<file path="config.mk">
export PLATFORM = sky130hd
export DESIGN_NAME = alu_mc
export DESIGN_NICKNAME = d
export VERILOG_FILES = /design/src/rtl/alu_mc_pkg.sv /design/src/rtl/add_sub_w.sv /design/src/rtl/alu_mc.sv
export SDC_FILE = /design/constraint.sdc
export NUM_CORES = 1
export LEC_CHECK = 0
export CAP_MARGIN = 20
export CELL_PAD_IN_SITES_DETAIL_PLACEMENT = 0
export CELL_PAD_IN_SITES_GLOBAL_PLACEMENT = 2
export CORE_AREA = 2 2 287 289
export CTS_BUF_LIST = sky130_fd_sc_hd__clkbuf_2
export CTS_CLUSTER_DIAMETER = 60
export DETAILED_ROUTE_END_ITERATION = 16
export DIE_AREA = 0 0 289 291
export PLACE_DENSITY_LB_ADDON = 0.25
export SYNTH_ARGS = -nofsm -noshare
export SYNTH_HDL_FRONTEND = slang
export SYNTH_SLANG_ARGS = --single-unit
export TNS_END_PERCENT = 50
</file>
<file path="constraint.sdc">
create_clock -name clk -period 11.7 [get_ports clk]
set_input_delay 1.17 -clock clk [delete_from_list [all_inputs] [get_ports clk]]
set_output_delay 1.17 -clock clk [all_outputs]
set_load 0.01 [all_outputs]
</file>
<file path="src/rtl/alu_mc_pkg.sv">
// Shared definitions for the multi-cycle ALU: opcode and FSM state encodings,
// flag bit positions and a helper that assembles the flag vector.
package alu_mc_pkg;

  typedef enum logic [2:0] {
    OP_ADD = 3'b000,
    OP_SUB = 3'b001,
    OP_AND = 3'b010,
    OP_NOT = 3'b011,
    OP_OR  = 3'b100,
    OP_XOR = 3'b101,
    OP_SLL = 3'b110,
    OP_MUL = 3'b111
  } op_e;

  typedef enum logic [1:0] {
    S_IDLE = 2'd0,
    S_MUL  = 2'd1,
    S_DONE = 2'd2
  } state_e;

  localparam int FLAG_V = 2;
  localparam int FLAG_N = 1;
  localparam int FLAG_Z = 0;

  // Place overflow, negative and zero into their flag-vector positions.
  function automatic logic [2:0] pack_flags(input logic v, input logic n, input logic z);
    logic [2:0] f;
    f         = '0;
    f[FLAG_V] = v;
    f[FLAG_N] = n;
    f[FLAG_Z] = z;
    return f;
  endfunction

endpackage

</file>
<file path="src/rtl/add_sub_w.sv">
// W-bit adder/subtractor with two's-complement overflow.
// Overflow is the carry into the MSB XOR the carry out of the MSB.
module add_sub_w #(
  parameter int W = 64
) (
  input  logic [W-1:0] a,
  input  logic [W-1:0] b,
  input  logic         sub,
  output logic [W-1:0] sum,
  output logic         ovf
);

  logic [W-1:0] b_eff;
  logic [W-2:0] low_sum;
  logic         carry_msb;
  logic         carry_out;
  logic         msb_sum;

  // Subtraction is a + ~b + 1; the +1 enters as the carry-in of the low part.
  assign b_eff = sub ? ~b : b;

  assign {carry_msb, low_sum} = {1'b0, a[W-2:0]} + {1'b0, b_eff[W-2:0]}
                              + {{(W-1){1'b0}}, sub};

  assign {carry_out, msb_sum} = {1'b0, a[W-1]} + {1'b0, b_eff[W-1]} + {1'b0, carry_msb};

  assign sum = {msb_sum, low_sum};
  assign ovf = carry_msb ^ carry_out;

endmodule

</file>
<file path="src/rtl/alu_mc.sv">
// Multi-cycle ALU with valid/ready handshakes. Single-cycle ops finish on the
// accepting edge; MUL runs a shift-add loop, one multiplier bit per cycle.
module alu_mc
  import alu_mc_pkg::*;
#(
  parameter int W   = 64,
  parameter int SHW = $clog2(W)
) (
  input  logic         clk,
  input  logic         rst_n,
  input  logic         in_valid,
  output logic         in_ready,
  input  logic [2:0]   op,
  input  logic [W-1:0] a,
  input  logic [W-1:0] b,
  output logic         out_valid,
  input  logic         out_ready,
  output logic [W-1:0] result,
  output logic [2:0]   flags,
  output logic         busy
);

  localparam int CW = SHW + 1;

  state_e         state_reg;
  state_e         state_next;
  logic           accept;
  logic           is_mul;
  logic           mul_last;

  // Single-cycle datapath
  logic [W-1:0]   as_sum;
  logic           as_ovf;
  logic [W-1:0]   sc_result;
  logic           sc_v;

  // Shift-add multiplier datapath
  logic [W-1:0]   mcand_reg;
  logic [W-1:0]   mplier_reg;
  logic [2*W-1:0] acc_reg;
  logic [2*W-1:0] acc_next;
  logic [W:0]     part_sum;
  logic [CW-1:0]  cnt_reg;

  assign accept   = in_valid && (state_reg == S_IDLE);
  assign is_mul   = (op_e'(op) == OP_MUL);
  assign mul_last = (state_reg == S_MUL) && (cnt_reg == CW'(1));

  add_sub_w #(.W(W)) u_add_sub (
    .a   (a),
    .b   (b),
    .sub (op_e'(op) == OP_SUB),
    .sum (as_sum),
    .ovf (as_ovf)
  );

  // Result and overflow for the ops that complete on the accepting edge.
  always_comb begin
    sc_result = '0;
    sc_v      = 1'b0;
    case (op_e'(op))
      OP_ADD, OP_SUB: begin
        sc_result = as_sum;
        sc_v      = as_ovf;
      end
      OP_AND:  sc_result = a & b;
      OP_NOT:  sc_result = ~b;
      OP_OR:   sc_result = a | b;
      OP_XOR:  sc_result = a ^ b;
      OP_SLL:  sc_result = a << b[SHW-1:0];
      default: sc_result = '0;
    endcase
  end

  // One multiply step: add the multiplicand into the upper half when the
  // current multiplier bit is set, then shift the whole accumulator right.
  always_comb begin
    part_sum = {1'b0, acc_reg[2*W-1:W]} + {1'b0, (mplier_reg[0] ? mcand_reg : {W{1'b0}})};
    acc_next = {part_sum, acc_reg[W-1:1]};
  end

  // FSM state register.
  always_ff @(posedge clk or negedge rst_n) begin
    if (!rst_n) state_reg <= S_IDLE;
    else        state_reg <= state_next;
  end

  // Next-state logic and handshake outputs.
  always_comb begin
    state_next = state_reg;
    in_ready   = 1'b0;
    out_valid  = 1'b0;
    busy       = 1'b1;
    case (state_reg)
      S_IDLE: begin
        in_ready = 1'b1;
        busy     = 1'b0;
        if (in_valid) state_next = is_mul ? S_MUL : S_DONE;
      end
      S_MUL: begin
        if (mul_last) state_next = S_DONE;
      end
      S_DONE: begin
        out_valid = 1'b1;
        if (out_ready) state_next = S_IDLE;
      end
      default: state_next = S_IDLE;
    endcase
  end

  // Operand capture, multiply iteration and result/flag registers.
  always_ff @(posedge clk or negedge rst_n) begin
    if (!rst_n) begin
      mcand_reg  <= '0;
      mplier_reg <= '0;
      acc_reg    <= '0;
      cnt_reg    <= '0;
      result     <= '0;
      flags      <= '0;
    end else if (accept) begin
      if (is_mul) begin
        mcand_reg  <= a;
        mplier_reg <= b;
        acc_reg    <= '0;
        cnt_reg    <= CW'(W);
      end else begin
        result <= sc_result;
        flags  <= pack_flags(sc_v, sc_result[W-1], sc_result == '0);
      end
    end else if (state_reg == S_MUL) begin
      mplier_reg <= mplier_reg >> 1;
      acc_reg    <= acc_next;
      cnt_reg    <= cnt_reg - CW'(1);
      if (mul_last) begin
        result <= acc_next[W-1:0];
        flags  <= pack_flags(|acc_next[2*W-1:W], acc_next[W-1], acc_next[W-1:0] == '0);
      end
    end
  end

endmodule

</file>
==> results of run 1 <==
==> cells in the mapped netlist, types with 82 or more instances <==
| master | count |
|---|---|
| a21oi_1 | 324 |
| a31oi_1 | 92 |
| and2_1 | 82 |
| clkbuf_1 | 201 |
| dfrtp_1 | 330 |
| ha_1 | 258 |
| inv_1 | 158 |
| mux2i_1 | 82 |
| nand2_1 | 708 |
| nand3_1 | 113 |
| nor2_1 | 367 |
| o21ai_0 | 359 |
| xnor2_1 | 107 |
==> repair_timing <==
| item | in CTS | in global routing |
|---|---|---|
| setup endpoints to repair | 0 | 0 |
| hold buffers | 1 | 0 |
| gates resized for setup | 0 | 0 |
| endpoints found under the hold margin | 89 | 0 |
==> final cells by class <==
type                            instances  area, um^2
Sequential cell                       330        8260
Timing Repair Buffer                  267        2510
Antenna cell                            8        20.0
Fill cell                            8538       45600
Clock inverter                         35         160
Inverter                              162         608
Tap cell                             1070        1340
Multi-Input combinational cell       3410       22000
Clock buffer                          137         686
==> tightest hold or removal path: cells and delay by family <==
family                 cells  cell delay (ns)
AND/OR/NAND/NOR            1             0.09
AO/OA/AOI/OAI              1             0.07
buffers and inverters      1             0.19
==> worst paths after layout <==
check	to	slack [ns]	cells past startpoint
max	flags[0]	3.72	30
min	mplier_reg[1]	0.31	3
max reg2reg	flags[2]	6.10	17
min reg2reg	mcand_reg[1]	0.48	2
max in group asynchronous	mplier_reg[7]	9.08	4
min in group asynchronous	cnt_reg[3]	0.46	2
==> where the power goes <==
group	switching (mW)	internal, mW
Sequential	0.266	1.57
Clock	0.566	0.321
Combinational	2.14	1.29
==> routing by layer <==
| metal | track usage (%) | up-vias | wire [um] |
|---|---|---|---|
| met2 | 52.2 | 1435 | 64000 |
| met3 | 6.94 | 342 | 11700 |
| met4 | 16.6 | 12 | 7770 |
| li1 | - | 15300 | - |
| met5 | 0 | - | 82 |
| met1 | 47.2 | 16100 | 63600 |
==> cells by family (layout without fill, tap and decap cells) <==
family / after synthesis / after routing / share of synthesized area [%]
other: 0 / 8 / 0
muxes: 169 / 169 / 7.82
xor gates and xnor gates: 149 / 149 / 4.07
AOI/OAI and AO/OA: 1261 / 1261 / 24.4
and+or+nand+nor: 1570 / 1570 / 21.9
buffers and inverters: 466 / 601 / 5.85
DFF: 330 / 330 / 25.7
adders and majority gates: 261 / 261 / 10.2
==> out/qor.csv, run 1 <==
metric,value,unit
slowest_delay,0.62,ns
cp_top_family,simple AND/OR/NAND/NOR gates,
core,81200,um^2
max_slew.worst_pin.slew,1.26,ns
dpl_cell_area,34700,um^2
power.total,6.16,mW
gp_congestion,1.01,
pwr_density_cell,173,nW/um^2
status,"complete, no violations",
maxSlewHeadroom,16.0,%
hold_viol,0,
synth_cell_types,101,
num_rows,105,
wl_per_cell,27.2,um
largest_register_ffs,127,
crit_path_start_kind,input port,
cts_buffers,97,
final_common_cell,nand2_1,
mostFrequentLayoutCells,"705 x nand2_1, 364 x nor2_1, 358 x o21ai_0, 330 x dfrtp_1, 324 x a21oi_1",
h-tree-depth,3,
via_count,33200,
syn-cell-area,32100,um^2
p_leak,15.5,nW
synthFlopType,dfrtp_1,
ys_warn_count,0,
drv_cap,0,
cts-root-buf,clkbuf_2,
startpoint,op[1],
via_per_inst,6.12,
cts_tree,built,
ys_async_sr_fraction,100,%
place_inst,5238,
worst-path-max-fanout,38,
nets,4664,
fin_ws,3.72,ns
ios,205,
synthTopCellsByArea,"dfrtp_1 26%, ha_1 10%, nand2_1 8.3%",
grt_pass1_wl,216000,um
arrival,9.18,ns
path_class,input port to register,
clock.fmax,125,MHz
critPathSlowestCell,and2_4,
die_w,289,um
area_delta_synth_final,11.0,%
fin_crit,7.98,ns
fin_area,35600,um^2
final.setup.tns,0,ns
avgSynthCellArea,7.63,um^2
cts.reportedPaths.clkPinSlew,0.10,ns
ys_ff_latch,330,
synth-edff-count,0,
pre_cts_ws,2.58,ns
layout-drive-gt1-share,8.27,%
holdCritStartpoint,b[1],
end_kind,register,
final_cells,5419,
cts_sinks,330,
drtAntennaViolNets,0,
wl,147000,um
drc,0,
die_y,291,um
synth_nets,4602,
grt_overflow,0,
dp.final_hpwl,114000,um
grt_use_total,34.6,%
yosysTopAreaCell,dfrtp_1,
fin_hold_ws,0.307,ns
hold_class,input port to register,
synth_cells,4206,
drt_iter0_drc,3418,
slew_viol_final,0,
post-route-util,43.9,%
initial_core_util,39.5,%
clkLatencyLatePin,1.32,ns
fin_crit_sh,68.2,%
clk_path_buf_depth,3,
antenna_found_initial,12,
fp.dieArea,84100,um^2
port_buffers,204,
rsz0062_at_grt,false,
cp.required,12.90,ns
yosysSeqAreaShare,25.7,%
cts_setup_buffers,0,
synth_top_area_share,25.7,%
setup_viol,0,
finClkSkew,0.0891,ns
r2r-start,mplier_reg[0],
grt_max_degree,124,
crit_buf_inv,3,
first_global_vias,32000,
first_pass_iters,8,
vdd_ir_drop_max,0.000104,V
(Power assumes the default switching activity.)
==> run 2, diff against run 1 <==
- CORE_AREA: 2 2 287 289 -> 2 2 315 317
- DIE_AREA: 0 0 289 291 -> 0 0 317 319
- clock period: 11.7 -> 7.13 ns (I/O delays scaled with it)
==> out/qor.csv, run 2 (synthesis results as in run 1) <==
metric,value,unit
status,"complete, no violations",
cp_top_family,simple AND/OR/NAND/NOR gates,
dpl_cell_area,37100,um^2
cts-root-buf,clkbuf_2,
initial_core_util,32.8,%
max_slew.worst_pin.slew,1.31,ns
drt_iter0_drc,3298,
grt_overflow,0,
clkLatencyLatePin,1.30,ns
setup_viol,0,
grt_use_total,30.5,%
drtAntennaViolNets,0,
path_class,input port to register,
cts_sinks,330,
h-tree-depth,3,
drv_cap,0,
crit_path_start_kind,input port,
via_count,34000,
area_delta_synth_final,19.1,%
final.setup.tns,0,ns
grt_max_degree,143,
wl,156000,um
cts_tree,built,
via_per_inst,5.74,
grt_pass1_wl,228000,um
antenna_found_initial,9,
drc,0,
worst-path-max-fanout,16,
final.fill_count,10500,
cpMostUsedCell,buf_4,
first_global_vias,33200,
maxSlewHeadroom,11.8,%
post_cts_resized,0,
ios,205,
cts_buffers,99,
fin_crit,6.69,ns
num_rows,115,
core,97700,um^2
port_buffers,204,
hold_viol,0,
clock.fmax,150,MHz
p_leak,16.9,nW
first_pass_iters,6,
die_w,317,um
dp.final_hpwl,123000,um
r2r_slack,1.20,ns
largest_register_ffs,127,
hold_class,input port to register,
rsz0062_at_grt,false,
gp_congestion,1.01,
critPathSlowestCell,or4_1,
pwr_density_cell,272,nW/um^2
die_y,319,um
cp.required,8.29,ns
layout-drive-gt1-share,13.6,%
crit_buf_inv,5,
nets,4960,
fp.dieArea,101000,um^2
wl_per_cell,26.4,um
clk_path_buf_depth,3,
fin_crit_sh,93.8,%
fin_area,38200,um^2
cts.reportedPaths.clkPinSlew,0.08,ns
arrival,7.84,ns
finClkSkew,0.0940,ns
end_kind,register,
mostFrequentLayoutCells,"704 x nand2_1, 364 x nor2_1, 359 x o21ai_0, 332 x buf_4, 330 x dfrtp_1",
vdd_ir_drop_max,0.000181,V
slew_viol_final,0,
post-route-util,39.1,%
slowest_delay,0.56,ns
final_common_cell,nand2_1,
==> run 2: where the power goes <==
group	total [mW]	internal [mW]	switching, mW	leakage (nW)
combinational	5.91	2.30	3.61	12.2
clock	1.44	0.536	0.900	0.647
sequential	3.05	2.58	0.466	4.10
==> run 2: cell type report <==
cell class              count  area (um^2)  area share, %
multi-input cells        3410        22000           57.7
flip-flops and latches    330         8260           21.6
repair buffers            561         4850           12.7
well taps                1287         1610           4.22
clock buffers             142          711           1.86
inverters                 162          608           1.59
clock inverters            28          128          0.334
diodes                      2         5.00         0.0131
==> run 2: tightest hold or removal path: stages <==
cell             delay, ns
clkdlybuf4s50_1       0.50
nand2_1               0.10
a31oi_1               0.08
==> run 2: final timing paths <==
path,start,to,cells after the start
max,op[2],flags[0],32
min,b[53],mplier_reg[53],3
max reg2reg,mplier_reg[0],flags[2],15
min reg2reg,mplier_reg[36],mplier_reg[35],2
max in group asynchronous,rst_n,mcand_reg[7],4
min in group asynchronous,rst_n,cnt_reg[5],4
==> run 2: metrics by stage <==
step	instances	total power [mW]	hold WS, ns	setup WS [ns]
5_1_grt	5921	11.2	0.105	0.0286
6_report	5922	10.4	0.180	0.445
3_3_place_gp	5724	8.92	0.453	-0.512
2_1_floorplan	4206	6.53	0.417	0.0168
4_1_cts	5920	10.5	0.00290	0.702
3_5_place_dp	5725	8.92	0.462	-0.667
==> run 2: repair_timing <==
action / 4_1_cts / 5_1_grt
setup buffers: 0 / 0
endpoints found under the hold margin: 352 / 0
hold buffers: 25 / 0
==> run 2: metal layers <==
layer  vias to the layer above  part of all wire, %  GRT usage (%)
met5                         -                0.016              0
li1                      15900                    -              -
met3                       266                  7.4           5.89
met2                      1284                   43           45.6
met4                         4                  4.9           14.0
met1                     16500                   45           42.2
